`src/rtl/card_row_sampler.sv`:
```
// card_row_sampler: samples one brush bank per card row on sccb rising edges and streams per-column Hollerith codes
// ports: clk, rst_n (async, active-low), sccb/rd_gate (cam timing), brush[COLS], err_clr,
//        out_valid/out_ready/out_col/out_code (column stream), busy, short_err, overrun_err, card_cnt
// define HOLLERITH_CHECK_EN to add the code_err output
module card_row_sampler #(
  parameter int COLS = 80,
  parameter int ROWS = 12
) (
  input  logic            clk,
  input  logic            rst_n,
  input  logic            sccb,
  input  logic            rd_gate,
  input  logic [COLS-1:0] brush,
  input  logic            err_clr,
  output logic            out_valid,
  input  logic            out_ready,
  output logic [6:0]      out_col,
  output logic [11:0]     out_code,
  output logic            busy,
  output logic            short_err,
  output logic            overrun_err,
  output logic [15:0]     card_cnt
`ifdef HOLLERITH_CHECK_EN
  ,
  output logic            code_err
`endif
);
  typedef enum logic [1:0] {IDLE, READ, UNLOAD} state_t;
  state_t      state;
  logic [11:0] img [COLS];
  logic [3:0]  row_cnt;
  logic        sccb_q;
  logic        rise;
  logic        last_row;
  logic        short_set;
  logic        ovr_set;
  logic [11:0] col_code;
  assign rise      = sccb & ~sccb_q;
  assign last_row  = row_cnt == 4'(ROWS - 1);
  // a final-row edge coinciding with the gate falling still completes the card
  assign short_set = state == READ && !rd_gate && !(rise && last_row);
  assign ovr_set   = state == UNLOAD && rise;
  assign busy      = state != IDLE;
  always_comb begin
    col_code = '0;
    for (int c = 0; c < COLS; c++)
      if (out_col == 7'(c)) col_code = img[c];
    out_code = out_valid ? col_code : 12'h000;
  end
`ifdef HOLLERITH_CHECK_EN
  // rows 1..9 live in bits 8..0 (row r at bit 9-r), so row 8 is bit 1 and row 9 is bit 0
  always_comb begin
    code_err = out_valid && ((out_code[11] && out_code[10]) ||
               $countones(out_code[8:0]) > 2 ||
               ($countones(out_code[8:0]) == 2 && !(out_code[1] && !out_code[0])));
  end
`endif
  always_ff @(posedge clk or negedge rst_n) begin
    if (!rst_n) begin
      state       <= IDLE;
      row_cnt     <= 4'd0;
      sccb_q      <= 1'b0;
      out_valid   <= 1'b0;
      out_col     <= 7'd0;
      card_cnt    <= 16'd0;
      short_err   <= 1'b0;
      overrun_err <= 1'b0;
      for (int c = 0; c < COLS; c++) img[c] <= 12'h000;
    end else begin
      sccb_q      <= sccb;
      short_err   <= short_set | (short_err & ~err_clr);
      overrun_err <= ovr_set | (overrun_err & ~err_clr);
      case (state)
        IDLE: if (rd_gate) begin
          state   <= READ;
          row_cnt <= 4'd0;
          out_col <= 7'd0;
          for (int c = 0; c < COLS; c++) img[c] <= 12'h000;
        end
        READ: begin
          if (rise) begin
            for (int c = 0; c < COLS; c++) img[c][4'd11 - row_cnt] <= brush[c];
            row_cnt <= row_cnt + 4'd1;
          end
          if (rise && last_row) begin
            state     <= UNLOAD;
            out_valid <= 1'b1;
            out_col   <= 7'd0;
          end else if (!rd_gate) state <= IDLE;
        end
        UNLOAD: if (out_ready) begin
          if (out_col == 7'(COLS - 1)) begin
            out_valid <= 1'b0;
            card_cnt  <= card_cnt + 16'd1;
            state     <= IDLE;
          end else out_col <= out_col + 7'd1;
        end
        default: state <= IDLE;
      endcase
    end
  end
endmodule

```
`config.mk`:
```
export PLATFORM = sky130hd
export DESIGN_NAME = card_row_sampler
export DESIGN_NICKNAME = d
export VERILOG_FILES = /design/src/rtl/card_row_sampler.sv
export SDC_FILE = /design/constraint.sdc
export NUM_CORES = 2
export LEC_CHECK = 0
export ABC_AREA = 1
export CORE_AREA = 2 2 280 282
export DETAILED_ROUTE_END_ITERATION = 16
export DIE_AREA = 0 0 282 284
export PLACE_DENSITY_LB_ADDON = 0.1
export SETUP_SLACK_MARGIN = 0.02
export SYNTH_ARGS = -nofsm -noshare
export SYNTH_HDL_FRONTEND = slang
export SYNTH_SLANG_ARGS = --single-unit
```
`constraint.sdc`:
```
create_clock -name clk -period 8.7 [get_ports clk]
set_input_delay 1.74 -clock clk [delete_from_list [all_inputs] [get_ports clk]]
set_output_delay 1.74 -clock clk [all_outputs]
set_load 0.01 [all_outputs]
```
==> qor.yml <==
synth:
  synth_edf_count: 0
  synth_commonest_cells: "1282 x nand2_1, 993 x dfrtp_1, 916 x nand3_1"
  synth_area_leaders: "dfrtp_1 53%, nand2_1 10%, nand3_1 9.8%"
  synth-seq-cells: 993
  synth_flop_cell: "dfrtp_1"
  yosysTopAreaCellShare: 0.533
  synth-seq-area-share: 0.533
  yosys_warnings: 0
  syn_area_um2: 46700
  yosysTopAreaCell: "dfrtp_1"
  syn_inst: 5730
  syn_nets: 5825
  avgSynthCellArea_um2: 8.14
  synth_cell_types: 44
  async_flop_share: 1.00
  yosysMostFrequentCell: "nand2_1"
outcome:
  status: "complete, but fails checks"
  violations: "negative setup slack"
layout:
  drive_above_1_share: 0.186
  synthToLayoutAreaGrowth_pct: 20.6
  multi_input_area_um2: 19900
  fin_nets: 5979
  fillers: 5927
  seq_area_um2: 24900
  design_area_um2: 56300
timing:
  final-setup-viol-count: 12
  period_share: 1.18
  finClkSkew_ns: 0.0176
  tightest_slew_ns: 1.37
  max_freq_mhz: 97.1
  hold_viol: 0
  post-route-min-period_ns: 10.30
  finalMaxSlewViolations: 0
  timing.final.ws_setup_ns: -1.60
  slew_headroom: 0.0843
  hold_slack_ns: 0.481
  rsz0062_at_grt: "yes"
floorplan:
  die_h_um: 284
  die-area_um2: 80100
  dieWidth_um: 282
  io_pins: 125
  initial_core_util: 0.606
  rows: 102
  core-area_um2: 77000
global_routing:
  grt_pass1_wl_mm: 253
  antenna_found_initial: 3
  grt_max_degree: 165
  overflow: 0
  track_usage: 0.413
  first_global_vias: 42609
clock_tree:
  insertion_delay_ns: 0.68
  h-tree-depth: 3
  clkSlewWorstSetupHoldPaths_ns: 0.06
  cts_made_buffers: 104
  clkSinkCount: 993
  cts_max_path_buffers: 3
  cts_tree: "built"
  root_buffer: "clkbuf_16"
  hold_buffers: 0
placement:
  dp_hpwl_mm: 99.5
  gp_congestion: 0.956
  io_buffers: 124
  post_dp_cell_area_um2: 50200
worst_setup_path:
  critPathKind: "reg2out"
  critical-path-slowest-cell: "dfrtp_2"
  crit_arrival_ns: 8.56
  critPathLaunchType: "flop"
  slowest_delay_ns: 0.45
  end_kind: "primary output"
  crit_required_ns: 6.96
  critPathMostFrequentCell: "nand2_2"
  path_max_fanout: 5
power:
  combinationalPowerShare: 0.099
  power.share.clock: 0.454
  p_leak_nw: 26.0
  swShare: 0.264
  pwr-share-seq: 0.447
  vdd_drop_max_mv: 0.162
  powerDensity_nw_per_um2: 192
  internal_power_w: 0.00796
  p_switching_w: 0.00286
route:
  drtIter0Drc: 5670
  post-route-drc-count: 0
  wl_mm: 167
  detail_route.wl_per_cell_um: 23.8
  ant_nets: 0
  vias: 44115
  vias_per_cell: 6.29
  first_pass_iters: 6
run:
  maxCapViolCount: 0
worst_hold_path:
  hp-class: "reg2reg"
## state kept, by name (all words and copies together), names as in the netlist
| register | count |
|---|---|
| short_err | 1 |
| out_valid | 1 |
| state | 2 |
| sccb_q | 1 |
| row_cnt | 4 |
| overrun_err | 1 |
| img | 960 |
| card_cnt | 16 |
| out_col | 7 |
## cell type report
| type | instances | share of cell area |
|---|---|---|
| sequential | 993 | 0.442 |
| inverter | 550 | 0.0371 |
| clock buffer | 146 | 0.0552 |
| timing repair buffer | 508 | 0.0781 |
| antenna | 3 | 0.000133 |
| multi-input combinational | 3727 | 0.353 |
| tap | 1040 | 0.0231 |
| clock inverter | 47 | 0.0120 |
## power by group through the flow
stage	registers [W]	clock network, W	logic [W]
5_1_grt	0.00484	0.00511	0.00113
6_report	0.00483	0.00491	0.00107
3_5_place_dp	0.00491	0	0.00102
3_3_place_gp	0.00491	0	0.00101
4_1_cts	0.00483	0.00492	0.00103
2_1_floorplan	0.00489	0	0.000519
## metrics by stage
stage               utilization  std cells  setup WS [ns]  setup TNS [ns]  total power (W)
finish                    0.731       7014          -1.60          -18.25           0.0108
CTS                       0.714       7000          -1.67          -19.08           0.0108
detailed placement        0.652       6790          -1.74          -17.10          0.00593
global route              0.731       7011          -2.21          -25.14           0.0111
floorplan                     -       5730           1.42               0          0.00541
global placement          0.652       6790          -1.66          -16.23          0.00592
## critical path: cells and delay by family, from the launching register on
family	cells	cell delay, ns
AO/OA/AOI/OAI	2	0.22
adder cells (fa/ha/maj)	1	0.15
buffers and inverters	7	0.81
flip-flops	1	0.45
AND/OR/NAND/NOR	78	6.27
## cell usage in the layout, fill, tap and decap left out, types with 14 or more instances in the layout
cell                n
a21oi_1           272
nand2_1          1066
clkinv_2           27
nand3_2           224
clkdlybuf4s50_1   111
bufinv_16          17
a21oi_2            20
clkbuf_16         110
buf_12             20
nand2_2           201
o21ai_0           623
nand3_1           681
buf_6              16
inv_1             524
nand2_4            20
dfrtp_1           992
clkbuf_8           24
nor2_1            102
buf_4             347
o21ai_1            14
o22ai_1           400
## logic make-up after synthesis
| logic type | Yosys count | share of synthesized area |
|---|---|---|
| XOR/XNOR | 16 | 0.00300 |
| AO/OA/AOI/OAI | 1355 | 0.157 |
| flip-flops | 993 | 0.533 |
| AND/OR/NAND/NOR | 2347 | 0.217 |
| adder cells (fa/ha/maj) | 9 | 0.00241 |
| buffers and inverters | 1010 | 0.0879 |
## path summary, 6_finish.rpt
kind,from,endpoint,slack (ns),depth (start not counted)
min in group asynchronous,rst_n,img[427]$_DFFE_PN0P_,1.03,1
setup reg to reg,out_col[1]$_DFFE_PN0P_,img[948]$_DFFE_PN0P_,3.54,17
max in group asynchronous,rst_n,img[497]$_DFFE_PN0P_,5.81,3
hold reg to reg,img[0]$_DFFE_PN0P_,img[0]$_DFFE_PN0P_,0.48,2
hold / removal,img[0]$_DFFE_PN0P_,img[0]$_DFFE_PN0P_,0.48,2
setup / recovery,out_col[1]$_DFFE_PN0P_,out_code[0],-1.60,88
## metal layers
layer	part of all wire	global-route usage	wire length [µm]
met5	0.00014	0	24
met4	0.074	0.264	12300
met3	0.10	0.0935	16700
met2	0.45	0.607	74300
met1	0.38	0.553	63500
## what timing repair did
action | 4_1_cts | 5_1_grt
cloned | 0 | 1
buffers inserted | 17 | 10
endpoints found under the setup margin | 12 | 12
resized for setup | 245 | 339
pin swaps | 133 | 269
Note: power is estimated with default switching activity, not from simulation.
